`src/rtl/hdmi_demo_sequencer_pkg.sv`:
```
// Shared state encoding and helpers for the HDMI demo power-up/recovery sequencer.
// The enum values double as the LED debug code driven on state_o.
package hdmi_demo_sequencer_pkg;

    typedef enum logic [2:0] {
        SEQ_WAIT_LOCK = 3'd0,
        SEQ_HOLD      = 3'd1,
        SEQ_ENC_UP    = 3'd2,
        SEQ_RUN       = 3'd3,
        SEQ_RETRY     = 3'd4,
        SEQ_FAULT     = 3'd5
    } seq_state_t;

    function automatic int max_int(input int a, input int b);
        return (a > b) ? a : b;
    endfunction

endpackage

```
`src/rtl/hdmi_demo_sequencer_sync_2ff.sv`:
```
// Two-flop synchroniser bringing an asynchronous level into the pixclk domain.
module hdmi_demo_sequencer_sync_2ff (
    input  logic pixclk,
    input  logic rst,
    input  logic d,
    output logic q
);

    logic [1:0] sync_q;

    always_ff @(posedge pixclk or posedge rst) begin
        if (rst) sync_q <= '0;
        else     sync_q <= {sync_q[0], d};
    end

    assign q = sync_q[1];

endmodule

```
`src/rtl/hdmi_demo_sequencer.sv`:
```
// Sequences encoder and demo resets after PLL lock, and re-sequences a demo whose
// vsync stalls, giving up into a sticky FAULT after MAX_RETRIES attempts.
module hdmi_demo_sequencer
    import hdmi_demo_sequencer_pkg::*;
#(
    parameter int HOLD_CYCLES   = 63,
    parameter int SETTLE_CYCLES = 1024,
    parameter int VSYNC_TIMEOUT = 1000000,
    parameter int MAX_RETRIES   = 3,
    parameter int GOOD_FRAMES   = 16
) (
    input  logic       pixclk,
    input  logic       rst,
    input  logic       pll_locked,
    input  logic       vsync,
    output logic       enc_rst_n,
    output logic       demo_rst_n,
    output logic       running,
    output logic       fault,
    output logic [2:0] retry_cnt,
    output logic [2:0] state_o
);

    localparam int CNT_W = $clog2(max_int(HOLD_CYCLES, SETTLE_CYCLES) + 1);
    localparam int WD_W  = $clog2(VSYNC_TIMEOUT + 1);
    localparam int GD_W  = $clog2(GOOD_FRAMES + 1);

    seq_state_t       state, state_nx;
    logic [CNT_W-1:0] cnt;
    logic [WD_W-1:0]  wd;
    logic [GD_W-1:0]  good;
    logic             lock_s, vsync_d;
    logic             vs_edge, vs_rise, hold_done, settle_done, timeout;
    logic             enc_d, demo_d, run_d, fault_d;

    hdmi_demo_sequencer_sync_2ff u_lock_sync (
        .pixclk (pixclk),
        .rst    (rst),
        .d      (pll_locked),
        .q      (lock_s)
    );

    assign vs_edge     = vsync != vsync_d;
    assign vs_rise     = vsync & ~vsync_d;
    assign hold_done   = cnt == CNT_W'(HOLD_CYCLES - 1);
    assign settle_done = cnt == CNT_W'(SETTLE_CYCLES - 1);
    // A vsync edge in the same cycle as the timeout rescues the frame.
    assign timeout     = (wd == WD_W'(VSYNC_TIMEOUT - 1)) && !vs_edge;

    always_ff @(posedge pixclk or posedge rst) begin
        if (rst) state <= SEQ_WAIT_LOCK;
        else     state <= state_nx;
    end

    always_comb begin
        state_nx = state;
        unique case (state)
            SEQ_WAIT_LOCK: if (lock_s) state_nx = SEQ_HOLD;
            SEQ_HOLD: begin
                if (!lock_s)        state_nx = SEQ_WAIT_LOCK;
                else if (hold_done) state_nx = SEQ_ENC_UP;
            end
            SEQ_ENC_UP: begin
                if (!lock_s)          state_nx = SEQ_WAIT_LOCK;
                else if (settle_done) state_nx = SEQ_RUN;
            end
            SEQ_RUN: begin
                if (!lock_s)      state_nx = SEQ_WAIT_LOCK;
                else if (timeout) state_nx = SEQ_RETRY;
            end
            SEQ_RETRY: begin
                if (!lock_s)                         state_nx = SEQ_WAIT_LOCK;
                else if (retry_cnt == 3'(MAX_RETRIES)) state_nx = SEQ_FAULT;
                else                                 state_nx = SEQ_HOLD;
            end
            SEQ_FAULT:   state_nx = SEQ_FAULT;
            default:     state_nx = SEQ_WAIT_LOCK;
        endcase
    end

    always_comb begin
        enc_d   = (state_nx == SEQ_ENC_UP) || (state_nx == SEQ_RUN);
        demo_d  = state_nx == SEQ_RUN;
        run_d   = state_nx == SEQ_RUN;
        fault_d = state_nx == SEQ_FAULT;
    end

    always_ff @(posedge pixclk or posedge rst) begin
        if (rst) begin
            enc_rst_n  <= 1'b0;
            demo_rst_n <= 1'b0;
            running    <= 1'b0;
            fault      <= 1'b0;
        end else begin
            enc_rst_n  <= enc_d;
            demo_rst_n <= demo_d;
            running    <= run_d;
            fault      <= fault_d;
        end
    end

    // Counters clear on any state change, so every state is entered with fresh counts.
    always_ff @(posedge pixclk or posedge rst) begin
        if (rst) begin
            cnt       <= '0;
            wd        <= '0;
            good      <= '0;
            retry_cnt <= '0;
            vsync_d   <= 1'b0;
        end else begin
            vsync_d <= vsync;
            cnt     <= '0;
            wd      <= '0;
            good    <= '0;
            if (state_nx == state) begin
                case (state)
                    SEQ_HOLD, SEQ_ENC_UP: cnt <= cnt + 1'b1;
                    SEQ_RUN: begin
                        wd   <= vs_edge ? '0 : wd + 1'b1;
                        good <= good;
                        if (vs_rise && good != GD_W'(GOOD_FRAMES)) good <= good + 1'b1;
                        if (vs_rise && good >= GD_W'(GOOD_FRAMES - 1)) retry_cnt <= '0;
                    end
                    default: ;
                endcase
            end
            if (state == SEQ_RETRY && state_nx == SEQ_HOLD) retry_cnt <= retry_cnt + 1'b1;
        end
    end

    assign state_o = state;

endmodule

```
`config.mk`:
```
export PLATFORM = sky130hd
export DESIGN_NAME = hdmi_demo_sequencer
export DESIGN_NICKNAME = d
export VERILOG_FILES = /design/src/rtl/hdmi_demo_sequencer_pkg.sv /design/src/rtl/hdmi_demo_sequencer_sync_2ff.sv /design/src/rtl/hdmi_demo_sequencer.sv
export SDC_FILE = /design/constraint.sdc
export NUM_CORES = 1
export LEC_CHECK = 0
export ABC_AREA = 0
export CORE_ASPECT_RATIO = 1.1
export CORE_UTILIZATION = 60
export CTS_CLUSTER_SIZE = 28
export DETAILED_ROUTE_END_ITERATION = 6
export PLACE_DENSITY = 0.8
export RECOVER_POWER = 25
export SETUP_SLACK_MARGIN = 0.05
export SYNTH_ARGS = -nofsm -noshare
export SYNTH_HDL_FRONTEND = slang
export SYNTH_SLANG_ARGS = --single-unit
```
`constraint.sdc`:
```
create_clock -name pixclk -period 5.4 [get_ports pixclk]
set_input_delay 1.08 -clock pixclk [delete_from_list [all_inputs] [get_ports pixclk]]
set_output_delay 1.08 -clock pixclk [all_outputs]
set_load 0.02 [all_outputs]
```
==> metrics.txt, run 1 <==
largest net degree at the start of global routing=49; RSZ-0062 raised after global routing=false; I/O Buffers=13; Setup Crit Path Kind=input pin to register; Crit path max-delay family=simple AND/OR/NAND/NOR gates; Rel. slew slack=-14.69%; CORE AREA=3770 um2; initial antenna violation count=0; DP Wirelength=3.047 mm; worst reg2reg path startpoint=cnt[0]; ratio of final minimum period to clock period=60.73%; worst min path class=register to register; Diodes inserted=0; crit-path max FO=11; minimum clock period=3.280 ns; post-synthesis sequential area ratio=49.36%; total CTS buffers=5; Placed Instances=299; power per cell area=240.8 nW/um2; GRT Util Overall=23.10%; Max Clk Rate=304.9 MHz; Fill cells=301; Cell Chain, Critical Path=dlygate4sd3_1, ha_1, or4bb_1, nor4_4, a21oi_2, o2111ai_2, nor2_1; Clock Latency Late Sink=0.30 ns; Max H-tree Level=2; wire per inst=14.14 um; # setup viols final=0; CP startpoint=vsync; slew at the pin closest to its max-slew limit=1.718 ns; startpoint of the worst hold path=u_lock_sync.sync_q[0]; Cell variety after synth=42; DRC=0; 1st-pass router iterations=4; Die X=62.72 um; die area=4315 um2; final slew viol count=49; Max-Cap Viols=1; Die H=68.80 um; Crit-path slowest cell=dlygate4sd3_1; VDD IR max=0.0001746 V; yosys warns=0; Initial Utilization=64.55%; number of global-route vias before repair=1721; leading cell types by total area after synthesis=dfrtp_1 (49%), nor2_1 (7.4%), xnor2_1 (6.1%); hold buffers post-CTS=0; failing checks=capacitance limit, slew limit; Mapped Avg Cell Area=10.01 um2; area delta synth->final=10.80%; Vias=1753; IO Count=14; layout cells sized above 1=7.004%; CTS root buf=clkbuf_8; Resized cells post-CTS=0; Primary FF master, synth=dfrtp_1; setup tns final=0 ns; Starting DRT DRC Count=105; clock sinks=48; FFs w/ async S/R, synth=100.0%; Leak Pwr=1.130 nW; Setup Skew=0.004999 ns; WL final=4.340 mm; Post-Layout Cell Count=307; Yosys top cell area share=49.36%; Final Hold Vio Count=0; post-route ant nets=0; leading area contributor after synthesis=dfrtp_1; synthesized instance count=243; Mapped Area=2434 um2; Synth Net Count=256; GP Congestion=0.8064; first-pass GRT wire length=7.576 mm; nets=269; Post-synth EDFFs=0; DP Area=2585 um2; post-route cell area=2696 um2; CTS clk-pin slew, worst paths=0.09 ns; worst path arrival time=3.45 ns; GRT overflow=0; Crit path largest cell delay=0.55 ns; Startpoint Class=input pin; Vias/cell=5.710; CP bufs+invs=1; WP data required=5.57 ns; #FFs+latches synth=48; site row count=23; post-CTS setup buffers=0; CTS tree=done; maximum clock insertion buffer count=2; CP Capture Type=register; outcome=finished, violations left; Tot Pwr=649.3 uW
## registers in the layout, summed over array words and instances, names as in the netlist
register,flops
cnt,11
enc_rst_n,1
state_o,3
retry_cnt,3
wd,20
fault,1
running,1
u_lock_sync.sync_q,2
good,5
vsync_d,1
## cells in the mapped netlist (all sizes together), types with 3 or more instances
master and n:
dfrtp 48, nor2 48, xnor2 17, inv 15, nand2 13, xor2 13, nand3 11, nand4 11
ha 9, and4 6, nor3 5, clkbuf 4, a21oi 3, and3 3, buf 3, nand2b 3
nor2b 3, nor4 3
## final cells by class
| cell class | instances | area [um2] | area share (%) |
|---|---|---|---|
| well taps | 50 | 62.56 | 2.320 |
| repair buffers | 13 | 130.1 | 4.826 |
| clock inverters | 3 | 42.54 | 1.578 |
| flip-flops and latches | 48 | 1201 | 44.55 |
| inverters | 15 | 56.30 | 2.088 |
| clock buffers | 5 | 68.82 | 2.552 |
| multi-input cells | 173 | 1135 | 42.09 |
## metal layers
layer  GRT usage, %  vias to the layer above  part of all wire [%]
met5              0                        -                     0
met4          9.302                        0                   1.9
met3          5.099                        8                   2.5
met2          41.71                       31                    48
met1          27.22                      866                    47
li1               -                      848                     -
## logic make-up (layout without fill, tap and decap cells)
| kind of cell | Yosys count | count (layout) | share of synthesized area (%) |
|---|---|---|---|
| AO/OA/AOI/OAI | 16 | 16 | 5.399 |
| multiplexers | 1 | 1 | 0.4113 |
| buffers and inverters | 22 | 36 | 4.010 |
| XOR/XNOR | 30 | 30 | 10.80 |
| flip-flops | 48 | 48 | 49.36 |
| AND/OR/NAND/NOR | 117 | 117 | 25.40 |
| adder cells (fa/ha/maj) | 9 | 9 | 4.627 |
## placed cells by master (no fill, tap or decap), drive strengths merged, types with 2 or more instances in the layout
master	n
nand4	11
inv	15
ha	9
and3	3
clkbuf	5
or2	2
nand3	11
nor2	48
clkdlybuf4s50	10
and4	6
a21oi	3
nor3	5
nor4	3
o22ai	2
dfrtp	48
nor2b	3
a41oi	2
nand2b	3
xnor2	17
dlygate4sd3	3
or3b	2
nand2	13
xor2	13
or4b	2
a211oi	2
## power by group
group / internal, mW / switching (mW) / leakage, nW / total, mW
combinational: 0.00859 / 0.0158 / 0.432 / 0.0244
sequential: 0.362 / 0.00489 / 0.644 / 0.367
clock: 0.137 / 0.121 / 0.0541 / 0.258
## through the flow
stage          hold slack (ns)  utilization [%]  setup WS [ns]
4_1_cts                 0.3766            71.52          2.232
2_1_floorplan           0.3312                -          2.709
6_report                0.3728            71.52          2.120
5_1_grt                 0.3834            71.52          1.954
3_3_place_gp            0.3355            68.57          2.002
3_5_place_dp            0.3570            68.57          1.938
## worst register-to-register path: stages (launching register included)
cell and delay [ns]:
dfrtp_1 0.45, inv_1 0.08, ha_1 0.17, nor4b_1 0.38
a41oi_1 0.24, or3_1 0.41, o2111ai_2 0.45, nor2_1 0.11
## path summary, 6_finish.rpt
| check | to | slack (ns) | depth (start not counted) |
|---|---|---|---|
| worst min-delay path | u_lock_sync.sync_q[1] | 0.37 | 0 |
| max in group asynchronous | fault | 2.64 | 2 |
| worst min register to register | u_lock_sync.sync_q[1] | 0.37 | 0 |
| worst max register to register | cnt[7] | 2.97 | 7 |
| min in group asynchronous | wd[3] | 1.76 | 2 |
| worst max-delay path | cnt[7] | 2.12 | 7 |
(Power assumes the default switching activity.)
==> run 2, diff against run 1 <==
--- a/config.mk
+++ b/config.mk
@@ -7,10 +7,10 @@
 export LEC_CHECK = 0
 export ABC_AREA = 0
 export CORE_ASPECT_RATIO = 1.1
-export CORE_UTILIZATION = 60
+export CORE_UTILIZATION = 53
 export CTS_CLUSTER_SIZE = 28
 export DETAILED_ROUTE_END_ITERATION = 6
-export PLACE_DENSITY = 0.8
+export PLACE_DENSITY = 0.75
 export RECOVER_POWER = 25
 export SETUP_SLACK_MARGIN = 0.05
 export SYNTH_ARGS = -nofsm -noshare
==> constraint.sdc (replaced) <==
create_clock -name pixclk -period 2.7 [get_ports pixclk]
set_input_delay 0.54 -clock pixclk [delete_from_list [all_inputs] [get_ports pixclk]]
set_output_delay 0.54 -clock pixclk [all_outputs]
set_load 0.02 [all_outputs]
==> metrics.txt, run 2 (synthesized netlist as in run 1, its figures left out) <==
outcome=finished clean (was finished, violations left); ratio of final minimum period to clock period=91.77%; I/O Buffers=13 (unchanged); IO Count=14 (unchanged); Vias=1765 (was 1753); CTS tree=done (unchanged); post-CTS setup buffers=0 (unchanged); Initial Utilization=55.97% (was 64.55%); post-route ant nets=0 (unchanged); 1st-pass router iterations=4 (unchanged); maximum clock insertion buffer count=2 (unchanged); FF-to-FF path depth=8 (was 7); initial antenna violation count=0 (unchanged); CORE AREA=4348 um2 (was 3770 um2); CP startpoint=vsync (unchanged); CTS clk-pin slew, worst paths=0.08 ns (was 0.09 ns); Setup Skew=0.007282 ns (was 0.004999 ns); Vias/cell=5.550 (was 5.710); r2r endpoint=cnt[5] (was cnt[7]); hold depth=0 (unchanged); worst path arrival time=2.67 ns (was 3.45 ns); max reg flops=20 (unchanged); Die H=73.07 um (was 68.80 um); largest net degree at the start of global routing=49 (unchanged); final slew viol count=0 (was 49); DRC=0 (unchanged); die area=4867 um2 (was 4315 um2); first-pass GRT wire length=7.797 mm (was 7.576 mm); WP data required=2.89 ns (was 5.57 ns); DP Wirelength=3.104 mm (was 3.047 mm); Leak Pwr=1.162 nW (was 1.130 nW); Max H-tree Level=2 (unchanged); top flop regs=wd x20, cnt x11, good x5 (unchanged); Hold EP=u_lock_sync.sync_q[1] (unchanged); Diodes inserted=0 (unchanged); GP Congestion=0.7861 (was 0.8064); startpoint of the worst hold path=u_lock_sync.sync_q[0] (unchanged); Max Clk Rate=403.6 MHz; Storage cell area=1201 um2 (unchanged); post-placement worst setup slack=0.03689 ns (was 1.938 ns); multi-input logic area=1135 um2 (unchanged); area delta synth->final=13.21% (was 10.80%); VDD IR max=0.0003198 V (was 0.0001746 V); Rel. slew slack=23.56% (was -14.69%); worst min path class=register to register (unchanged); final worst slack=0.2221 ns (was 2.120 ns); WL final=4.393 mm (was 4.340 mm); Die X=66.61 um (was 62.72 um); Starting DRT DRC Count=109 (was 105); power per cell area=445.7 nW/um2 (was 240.8 nW/um2); Clock Latency Late Sink=0.30 ns (about the same); # setup viols final=0 (unchanged); Final Hold Vio Count=0 (unchanged); total CTS buffers=5 (unchanged); Hold WS=0.3521 ns (was 0.3728 ns); setup tns final=0 ns (unchanged); hold buffers post-CTS=0 (unchanged); RSZ-0062 raised after global routing=false (unchanged); site row count=25 (was 23); nets=276 (was 269); Max-Cap Viols=0 (was 1); slew at the pin closest to its max-slew limit=1.147 ns (was 1.718 ns); Setup Crit Path Kind=input pin to register (unchanged); worst reg2reg path startpoint=cnt[0] (unchanged); minimum clock period=2.478 ns; clock sinks=48 (unchanged); GRT Util Overall=21.17% (was 23.10%); wire per inst=13.81 um (was 14.14 um); Fill cells=358 (was 301); most frequent cells in the layout=nor2_1 (48), dfrtp_1 (48), xnor2_1 (17) (unchanged); R2R Setup Slk=0.53 ns (was 2.97 ns); layout cells sized above 1=8.712% (was 7.004%); GRT overflow=0 (unchanged); number of global-route vias before repair=1694 (was 1721); Resized cells post-CTS=0 (unchanged); Top reg by flops=wd (unchanged); CTS root buf=clkbuf_8 (unchanged); crit-path max FO=11 (unchanged); Startpoint Class=input pin (unchanged); CP Capture Type=register (unchanged)
run 2: per-stage QoR:
stage	area [um2]	power, mW	utilization, %	instances
global placement	2668	0.8072	61.35	310
CTS	2758	1.238	63.42	318
global route	2755	1.278	63.37	318
detailed placement	2668	0.8096	61.35	310
floorplan	2434	0.7839	-	243
finish	2755	1.228	63.37	318
run 2: report_power, final:
group	total, mW	switching [mW]	internal, mW
Combinational	0.0613	0.0363	0.0251
Clock	0.435	0.226	0.209
Sequential	0.732	0.00736	0.724
run 2: area by class of cell:
cell class,count,share of cell area [%]
Tap cell,54,2.452
Sequential cell,48,43.60
Multi-Input combinational cell,173,41.19
Timing Repair Buffer,20,7.448
Clock buffer,8,3.270
Inverter,15,2.044
run 2: worst max-delay path by stage:
stage,to,depth (start not counted)
5_1_grt,cnt[2],8
2_1_floorplan,cnt[8],7
3_3_place_gp,cnt[6],8
3_5_place_dp,cnt[3],8
6_report,cnt[5],8
4_1_cts,cnt[3],8
run 2: layer usage:
layer	wire length, um	global-route usage [%]	vias to the layer above	part of all wire [%]
met5	0	0	-	0
met4	70	7.801	0	1.6
met3	135	4.375	8	3.1
met2	2065	32.66	30	47
met1	2121	29.38	859	48
li1	-	-	868	-
run 2: critical path, stage by stage:
cell           delay, ns
dlygate4sd3_1       0.56
ha_1                0.31
or4bb_1             0.45
nor4_4              0.19
a21oi_2             0.13
o2111ai_2           0.26
buf_12              0.16
nor2_1              0.05
==> run 3, diff against run 2 <==
--- a/config.mk
+++ b/config.mk
@@ -16,3 +16,4 @@
 export SYNTH_ARGS = -nofsm -noshare
 export SYNTH_HDL_FRONTEND = slang
 export SYNTH_SLANG_ARGS = --single-unit
+export TNS_END_PERCENT = 5
==> results of run 3 <==
The final DEF is identical to that of run 2; final timing and power are the same.
